===== config.mk =====
export PLATFORM = sky130hd
export DESIGN_NAME = cpu_sequencer
export DESIGN_NICKNAME = d
export VERILOG_FILES = /design/src/rtl/cpu_pkg.sv /design/src/rtl/insn_decode.sv /design/src/rtl/cpu_sequencer.sv
export SDC_FILE = /design/constraint.sdc
export NUM_CORES = 1
export LEC_CHECK = 0
export BUFFER_PORTS_ARGS = -buffer_cell sky130_fd_sc_hd__buf_2
export CAP_MARGIN = 20
export CORE_MARGIN = 5
export CORE_UTILIZATION = 30
export CTS_BUF_LIST = sky130_fd_sc_hd__clkbuf_16
export CTS_CLUSTER_DIAMETER = 150
export DETAILED_ROUTE_END_ITERATION = 8
export SYNTH_ARGS = -nofsm -noshare
export SYNTH_HDL_FRONTEND = slang
export SYNTH_SLANG_ARGS = --single-unit

===== constraint.sdc =====
create_clock -name clk -period 2.9 [get_ports clk]
set_input_delay 0.725 -clock clk [delete_from_list [all_inputs] [get_ports clk]]
set_output_delay 0.725 -clock clk [all_outputs]
set_load 0.02 [all_outputs]

===== src/rtl/cpu_pkg.sv =====
// Shared definitions for the sequencer: opcodes, FSM states, instruction fields.
package cpu_pkg;

    // Opcodes 001..101 are forwarded to the ALU unchanged and must match its encoding.
    localparam logic [2:0] OP_NOP  = 3'b000;
    localparam logic [2:0] OP_ADD  = 3'b001;
    localparam logic [2:0] OP_SUB  = 3'b010;
    localparam logic [2:0] OP_INC  = 3'b011;
    localparam logic [2:0] OP_RSH  = 3'b100;
    localparam logic [2:0] OP_LSH  = 3'b101;
    localparam logic [2:0] OP_JZ   = 3'b110;
    localparam logic [2:0] OP_HALT = 3'b111;

    typedef enum logic [2:0] {
        ST_IDLE   = 3'd0,
        ST_FETCH  = 3'd1,
        ST_DECODE = 3'd2,
        ST_EXEC   = 3'd3,
        ST_HALT   = 3'd4
    } state_t;

    // Instruction layout: [15:13] op, [12:8] reserved, [7:0] immediate.
    localparam int INSN_W   = 16;
    localparam int OP_MSB   = 15;
    localparam int OP_LSB   = 13;
    localparam int RSV_MSB  = 12;
    localparam int RSV_LSB  = 8;
    localparam int IMM_LSB  = 0;

endpackage


===== src/rtl/insn_decode.sv =====
// Combinational instruction field extraction and opcode classification.
module insn_decode
    import cpu_pkg::*;
#(
    parameter int IMM_W = 8
) (
    input  logic [INSN_W-1:0] insn,
    output logic [2:0]        op,
    output logic [IMM_W-1:0]  imm,
    output logic              is_alu,
    output logic              is_jz,
    output logic              is_halt
);

    // Reserved bits carry no meaning; they are deliberately dropped.
    logic unused_rsv;
    assign unused_rsv = ^insn[RSV_MSB:RSV_LSB];

    // Split the word into fields and classify the opcode.
    always_comb begin
        op      = insn[OP_MSB:OP_LSB];
        imm     = insn[IMM_LSB +: IMM_W];
        is_alu  = (op >= OP_ADD) && (op <= OP_LSH);
        is_jz   = (op == OP_JZ);
        is_halt = (op == OP_HALT);
    end

endmodule


===== src/rtl/cpu_sequencer.sv =====
// Fetch/decode/execute sequencer driving an external ALU from an accumulator.
module cpu_sequencer
    import cpu_pkg::*;
#(
    parameter int PC_W   = 8,
    parameter int DATA_W = 16,
    parameter int IMM_W  = 8
) (
    input  logic              clk,
    input  logic              rst,
    input  logic              start,
    output logic [PC_W-1:0]   imem_addr,
    input  logic [INSN_W-1:0] imem_data,
    output logic [2:0]        alu_opcode,
    output logic [IMM_W-1:0]  alu_in1,
    output logic [DATA_W-1:0] alu_in2,
    input  logic [DATA_W-1:0] alu_out,
    input  logic              alu_flag,
    output logic [DATA_W-1:0] acc,
    output logic              zflag,
    output logic              busy,
    output logic              halted
);

    state_t              state_q, state_d;
    logic [PC_W-1:0]     pc_q, pc_d;
    logic [INSN_W-1:0]   ir_q, ir_d;
    logic [DATA_W-1:0]   acc_q, acc_d;
    logic                zflag_q, zflag_d;
    logic [2:0]          alu_opcode_q, alu_opcode_d;
    logic [IMM_W-1:0]    alu_in1_q, alu_in1_d;
    logic [DATA_W-1:0]   alu_in2_q, alu_in2_d;
    logic                busy_q, busy_d;
    logic                halted_q, halted_d;

    logic [INSN_W-1:0]   dec_src;
    logic [2:0]          dec_op;
    logic [IMM_W-1:0]    dec_imm;
    logic                dec_is_alu, dec_is_jz, dec_is_halt;
    logic [PC_W-1:0]     pc_inc;

    // In DECODE the ROM word is live on imem_data; otherwise look at the latched copy.
    always_comb begin
        dec_src = (state_q == ST_DECODE) ? imem_data : ir_q;
        pc_inc  = pc_q + PC_W'(1);
    end

    insn_decode #(.IMM_W(IMM_W)) u_decode (
        .insn    (dec_src),
        .op      (dec_op),
        .imm     (dec_imm),
        .is_alu  (dec_is_alu),
        .is_jz   (dec_is_jz),
        .is_halt (dec_is_halt)
    );

    // Next-state and next-output computation for the whole sequencer.
    always_comb begin
        state_d      = state_q;
        pc_d         = pc_q;
        ir_d         = ir_q;
        acc_d        = acc_q;
        zflag_d      = zflag_q;
        alu_opcode_d = alu_opcode_q;
        alu_in1_d    = alu_in1_q;
        alu_in2_d    = alu_in2_q;
        case (state_q)
            ST_IDLE: begin
                if (start) state_d = ST_FETCH;
            end
            ST_FETCH: begin
                state_d = ST_DECODE;
            end
            ST_DECODE: begin
                ir_d = imem_data;
                if (dec_is_alu) begin
                    alu_opcode_d = dec_op;
                    alu_in1_d    = dec_imm;
                    alu_in2_d    = acc_q;
                    state_d      = ST_EXEC;
                end else if (dec_is_jz) begin
                    pc_d    = zflag_q ? PC_W'(dec_imm) : pc_inc;
                    state_d = ST_FETCH;
                end else if (dec_is_halt) begin
                    state_d = ST_HALT;
                end else begin
                    pc_d    = pc_inc;
                    state_d = ST_FETCH;
                end
            end
            ST_EXEC: begin
                // Flag is taken as-is, so LSH inherits whatever the ALU last produced.
                acc_d        = alu_out;
                zflag_d      = alu_flag;
                pc_d         = pc_inc;
                alu_opcode_d = OP_NOP;
                state_d      = ST_FETCH;
            end
            ST_HALT: begin
                state_d = ST_HALT;
            end
            default: begin
                state_d = ST_IDLE;
            end
        endcase
        busy_d   = (state_d == ST_FETCH) || (state_d == ST_DECODE) || (state_d == ST_EXEC);
        halted_d = (state_d == ST_HALT);
    end

    // State and registered outputs; reset clears everything without waiting for clk.
    always_ff @(posedge clk or posedge rst) begin
        if (rst) begin
            state_q      <= ST_IDLE;
            pc_q         <= '0;
            ir_q         <= '0;
            acc_q        <= '0;
            zflag_q      <= 1'b0;
            alu_opcode_q <= OP_NOP;
            alu_in1_q    <= '0;
            alu_in2_q    <= '0;
            busy_q       <= 1'b0;
            halted_q     <= 1'b0;
        end else begin
            state_q      <= state_d;
            pc_q         <= pc_d;
            ir_q         <= ir_d;
            acc_q        <= acc_d;
            zflag_q      <= zflag_d;
            alu_opcode_q <= alu_opcode_d;
            alu_in1_q    <= alu_in1_d;
            alu_in2_q    <= alu_in2_d;
            busy_q       <= busy_d;
            halted_q     <= halted_d;
        end
    end

    assign imem_addr  = pc_q;
    assign alu_opcode = alu_opcode_q;
    assign alu_in1    = alu_in1_q;
    assign alu_in2    = alu_in2_q;
    assign acc        = acc_q;
    assign zflag      = zflag_q;
    assign busy       = busy_q;
    assign halted     = halted_q;

endmodule


==> flow_metrics.py, run 1 <==
metrics = {
    "yosys": {
        "synth_area_leaders": "dfrtp_1 (59%), mux2_2 (18%), a21oi_1 (2.4%), nand2_1 (2.1%), mux2i_1 (1.7%)",
        "yosys.cell_types.count": 38,
        "syn_area_um2": 2882,
        "ys_ff_latch": 68,
        "synth_largest_area_cell": "dfrtp_1",
        "synthCells": 226,
        "syn-num-nets": 263,
        "netlist.area_leader.share": 0.5905,
        "yosys_warnings": 0,
        "syn_area_per_cell_um2": 12.75,
        "synth_seq_area_share": 0.5905,
    },
    "die": {
        "die_y_um": 108.0,
        "num_io_pins": 90,
        "core_region_area_um2": 9284,
        "design.die.area_um2": 11670,
        "start_util": 0.3104,
        "fp.dieW_um": 108.0,
        "num_rows": 35,
    },
    "detailed_routing": {
        "ant_nets": 0,
        "viasPerCell": 4.625,
        "wl_per_cell_um": 14.50,
        "drc": 0,
        "num_vias": 2072,
        "drt_first_pass_iters": 4,
        "drt_iter0_drc": 50,
        "drt_wl_total_mm": 6.494,
    },
    "clocking": {
        "clkLatencyLatePin_ps": 320,
        "cts_root_buf": "clkbuf_16",
        "cts_tree": "built",
        "postCtsSetupBuffers": 0,
        "cts.repair.resized": 0,
        "cts_made_buffers": 9,
        "cts_hold_buf": 0,
        "cts_buffer_depth": 2,
        "clkTransAtPathRegs_ps": 60,
        "htree_num_levels": 3,
        "cts.sinks": 68,
    },
    "grt": {
        "grt_pass1_wl_mm": 11.05,
        "grt_usage": 0.1201,
        "grt_overflow": 0,
        "grt_max_degree": 69,
        "antenna_found_initial": 0,
        "first_global_vias": 2225,
    },
    "worst_setup_path": {
        "r2r.worst_path.cells": 5,
        "criticalPathCategory": "input port to flop",
        "timing.rr.end": "imem_addr[2]",
        "reg2reg_setup_slack_ps": 710,
        "reg2reg_from": "state_q[0]",
        "start_kind": "input port",
        "cp-end-kind": "flop",
        "arrival_ps": 2400,
        "startpoint": "imem_data[13]",
        "endpoint": "imem_addr[2]",
        "cp_max_fo": 6,
        "crit_required_ps": 3110,
    },
    "final_layout": {
        "diodes": 0,
        "syn2layout_area_growth_pct": 30.39,
        "multi_input_area_um2": 1095,
        "drive_above_1_share": 0.4890,
        "regArea_um2": 1702,
        "nets": 351,
        "fill_cells": 940,
    },
    "timing": {
        "relSlewSlack": 0.7169,
        "period_share": 0.7574,
        "setup_violations": 0,
        "hold_violations": 0,
        "tns_ps": 0,
        "max_freq_mhz": 455.3,
        "setup_ws_ps": 703.5,
        "skew_ps": 4.654,
        "grt_setup_unrepaired": "no",
        "period_needed_ps": 2197,
        "worst_pin_slew_ps": 424.7,
        "finalMaxSlewViolations": 0,
    },
    "status": {
        "status": "completed",
    },
    "power": {
        "vdd_drop_max_uv": 281.9,
        "pwr_density_cell_nw_per_um2": 564.7,
        "leakage_nw": 1.837,
    },
    "place": {
        "gp_congestion": 0.7072,
        "port_buffers": 84,
        "dp_hpwl_mm": 4.593,
        "dp_slack_ps": 380.6,
    },
    "run": {
        "max_cap_viol_count": 0,
    },
    "min_path": {
        "worstHoldPathType": "input port to async pin",
    },
}
==> cell usage after synthesis, drive strengths merged <==
cell type / count
xor2: 1
or4b: 1
or4: 2
clkbuf: 7
o22a: 2
nor3b: 4
mux2i: 5
nand3b: 1
o311ai: 2
nor3: 3
a22oi: 1
a41oi: 1
nand2: 16
o22ai: 1
and2: 1
o21ai: 9
ha: 1
or2: 1
o41a: 1
dfrtp: 68
or3: 2
nand4: 2
a21oi: 15
and3: 1
o31ai: 1
inv: 8
nand3: 7
nor2: 6
nor2b: 1
buf: 6
mux2: 47
a211o: 2
==> layout make-up <==
class	count	share of cell area
flip-flops and latches	68	0.4529
repair buffers	90	0.1272
inverters	8	0.007992
clock buffers	9	0.05994
well taps	129	0.04296
multi-input cells	137	0.2914
clock inverters	7	0.01765
==> worst min path at each step <==
stage	startpoint	endpoint	cells after the start
final	rst	acc[8]	3
after global routing	rst	alu_in2[12]	3
after CTS	rst	alu_in2[7]	3
after detailed placement	alu_in2[2]	alu_in2[2]	1
after global placement	ir_q[4]	ir_q[4]	2
after floorplan	ir_q[0]	ir_q[0]	2
==> kinds of logic after synthesis <==
group | share of synthesized area
flip-flops | 0.5905
AND/OR/NAND/NOR | 0.09075
XOR/XNOR | 0.003040
adder cells (fa/ha/maj) | 0.004341
AO/OA/AOI/OAI | 0.07556
multiplexers | 0.2036
buffers and inverters | 0.03213
==> sequential cells by signal, summed over array words and instances (netlist names), 3 cells and up <==
signal      count
ir_q           11
state_q         3
imem_addr       8
acc            16
alu_opcode      3
alu_in2        16
alu_in1         8
==> worst max-delay path: stages <==
cell and delay (ps):
buf_2 130, or4b_1 490, o21ai_1 170, and3_1 380
mux2_4 330, o22a_1 170
==> through the flow <==
step | total power [mW] | cells | util | hold WS, ps | cell area (µm²)
final | 2.122 | 448 | 0.4047 | 470.8 | 3757
after global routing | 2.213 | 448 | 0.4047 | 503.7 | 3757
after CTS | 2.159 | 448 | 0.4047 | 485.6 | 3757
after detailed placement | 1.080 | 432 | 0.3733 | 490.7 | 3466
after global placement | 1.076 | 432 | 0.3733 | 479.8 | 3466
after floorplan | 1.031 | 226 | - | 457.9 | 2882
==> where the power goes <==
part	switching, mW	total (mW)	internal (mW)
clock network	0.402	1.06	0.660
logic	0.0538	0.0894	0.0357
registers	0.00851	0.970	0.961
==> cells in the final DEF (no fill, tap or decap), drive strengths merged, types with 2 or more instances in the layout <==
cell	n
nor3b	4
clkinvlp	2
mux2i	5
or3	2
or4	2
nor2	6
a21oi	15
o21ai	9
o22a	2
clkbuf	9
o311ai	2
a211o	2
inv	9
nand2	16
mux2	47
buf	90
clkinv	3
dfrtp	68
nand4	2
nor3	3
nand3	7
==> per-layer routing <==
layer / wire [µm] / GRT usage / vias to the layer above
met3: 496 / 0.05254 / 4
met2: 3161 / 0.1958 / 51
li1: - / - / 984
met1: 2781 / 0.1443 / 1033
met5: 0 / 0 / -
met4: 55 / 0.03517 / 0
Power figures use the tool's default switching activity.
==> run 2, diff against run 1 <==
- ABC_AREA: unset -> 1
- clock period: 2.9 -> 2.22 ns (I/O delays scaled with it)
==> flow_metrics.py, run 2 <==
metrics = {
    "status": {
        "status": "completed",
    },
    "die": {
        "die_y_um": 112.6,
        "start_util": 0.3072,
        "design.die.area_um2": 12670,
        "core_region_area_um2": 10280,
        "num_io_pins": 90,
        "fp.dieW_um": 112.6,
        "num_rows": 37,
    },
    "yosys": {
        "syn_area_um2": 3157,
        "syn-num-nets": 389,
        "netlist.area_leader.share": 0.5390,
        "synth_area_leaders": "dfrtp_1 (54%), nand2_1 (15%), o21ai_2 (5.8%), inv_1 (5.7%), o21ai_0 (3.5%)",
        "synth_seq_area_share": 0.5390,
        "async_reset_ff_frac": 1.000,
        "synth_largest_area_cell": "dfrtp_1",
        "yosys_warnings": 0,
        "synth_common_cells": "nand2_1 (122), dfrtp_1 (68), inv_1 (48), o21ai_0 (22), o21ai_2 (21)",
        "yosys.cell_types.count": 26,
        "yosysMostFrequentCell": "nand2_1",
        "ys.flop_type": "dfrtp_1",
        "synthCells": 352,
        "ys_ff_latch": 68,
        "syn_area_per_cell_um2": 8.968,
        "synth_edf_count": 0,
    },
    "final_layout": {
        "nets": 483,
        "diodes": 0,
        "regArea_um2": 1702,
        "layout_common_cells": "nand2_1 (122), buf_2 (84), dfrtp_1 (68)",
        "multi_input_area_um2": 1166,
        "fill_cells": 1070,
        "drive_above_1_share": 0.3503,
        "syn2layout_area_growth_pct": 27.90,
        "final_common_cell": "nand2_1",
    },
    "clocking": {
        "cts_hold_buf": 0,
        "clkLatencyLatePin_ps": 320,
        "cts_buffer_depth": 2,
        "postCtsSetupBuffers": 0,
        "cts_tree": "built",
        "cts_made_buffers": 9,
        "htree_num_levels": 3,
        "cts.sinks": 68,
        "cts_root_buf": "clkbuf_16",
        "clkTransAtPathRegs_ps": 60,
        "cts.repair.resized": 0,
    },
    "timing": {
        "hold_violations": 0,
        "whs_ps": 333.7,
        "finalMaxSlewViolations": 0,
        "grt_setup_unrepaired": "no",
        "skew_ps": 5.824,
        "tns_ps": 0,
        "max_freq_mhz": 539.4,
        "setup_violations": 0,
        "relSlewSlack": 0.6851,
        "worst_pin_slew_ps": 467.4,
        "period_share": 0.8351,
        "period_needed_ps": 1854,
    },
    "worst_setup_path": {
        "timing.rr.end": "imem_addr[5]",
        "cp_num_buf_inv": 3,
        "cp-end-kind": "flop",
        "critical-path-max-stage-delay_ps": 400,
        "arrival_ps": 2060,
        "criticalPathCategory": "flop to flop",
        "cp.depth": 9,
        "cp_max_fo": 15,
        "startpoint": "state_q[0]",
        "reg2reg_from": "state_q[0]",
        "crit_required_ps": 2430,
        "cp_top_family": "simple AND/OR/NAND/NOR gates",
        "endpoint": "imem_addr[5]",
        "path_cells": "inv_2 > nand3_2 > buf_4 > o21ai_0 > nand3_1 > nand2_1 > inv_1 > nand2_1 > nand2_1",
        "r2r.worst_path.cells": 9,
        "reg2reg_setup_slack_ps": 370,
        "crit_slowest_cell": "dfrtp_1",
        "start_kind": "flop",
        "crit_top_cell": "nand2_1",
    },
    "power": {
        "clkPwrFrac": 0.511,
        "leakage_nw": 2.290,
        "seq_power_share": 0.468,
        "vdd_drop_max_uv": 330.8,
        "power.internal_mw": 2.115,
        "p_sw_frac": 0.2023,
        "switchingPower_uw": 536.6,
        "power_frac_comb": 0.022,
        "pwr_density_cell_nw_per_um2": 656.8,
    },
    "detailed_routing": {
        "drt_wl_total_mm": 7.036,
        "num_vias": 2458,
        "ant_nets": 0,
        "viasPerCell": 4.187,
        "drt_first_pass_iters": 4,
        "drt_iter0_drc": 82,
        "wl_per_cell_um": 11.99,
        "drc": 0,
    },
    "place": {
        "dp_hpwl_mm": 5.113,
        "gp_congestion": 0.7778,
        "port_buffers": 84,
    },
    "grt": {
        "grt_max_degree": 69,
        "grt_overflow": 0,
        "grt_pass1_wl_mm": 12.37,
        "antenna_found_initial": 0,
        "grt_usage": 0.1193,
        "first_global_vias": 2516,
    },
    "run": {
        "max_cap_viol_count": 0,
    },
    "min_path": {
        "worstHoldPathType": "input port to async pin",
    },
}
## run 2: worst min-delay path, delay by kind of cell
kind	cells	cell delay, ps
buffers and inverters	3	500
## run 2: logic make-up after synthesis
| family | count (synthesis) | share of synthesized area |
|---|---|---|
| DFF | 68 | 0.5390 |
| and+or+nand+nor | 172 | 0.2596 |
| xor gates and xnor gates | 4 | 0.01110 |
| adders and majority gates | 1 | 0.003963 |
| buffers and inverters | 63 | 0.09156 |
| AOI/OAI and AO/OA | 44 | 0.09473 |
## run 2: worst min path at each step
stage | cells after the start | endpoint
detailed placement | 2 | alu_opcode[2]
global route | 3 | alu_in2[10]
finish | 3 | alu_in2[10]
CTS | 3 | alu_in2[10]
floorplan | 2 | ir_q[1]
global placement | 2 | alu_in2[15]
## run 2: layout make-up
type	count	share of cell area
multi-input cells	221	0.2888
flip-flops and latches	68	0.4214
clock inverters	7	0.01456
repair buffers	93	0.1271
well taps	136	0.04214
clock buffers	9	0.05578
inverters	53	0.05020
## run 2: stage by stage
stage / power, mW / instance area [µm²] / util / cells / setup slack [ps]
6_report: 2.652 / 4038 / 0.3929 / 587 / 366.0
5_1_grt: 2.766 / 4038 / 0.3929 / 587 / 184.2
4_1_cts: 2.701 / 4038 / 0.3929 / 587 / 338.8
3_5_place_dp: 1.322 / 3754 / 0.3652 / 571 / 370.1
3_3_place_gp: 1.321 / 3754 / 0.3652 / 571 / 400.4
2_1_floorplan: 1.281 / 3161 / - / 352 / 670.4
## run 2: routing by layer
layer	vias up	share of wire	GRT usage
met2	56	0.45	0.1801
met4	0	0.015	0.04808
met1	1119	0.48	0.1643
met3	9	0.051	0.02857
li1	1274	-	-
met5	-	0	0
## run 2: power groups by stage
stage | clock network [mW] | registers [mW] | logic [mW]
global placement | 0 | 1.26 | 0.0591
detailed placement | 0 | 1.26 | 0.0597
CTS | 1.40 | 1.24 | 0.0601
finish | 1.35 | 1.24 | 0.0574
global route | 1.46 | 1.24 | 0.0669
floorplan | 0 | 1.26 | 0.0191
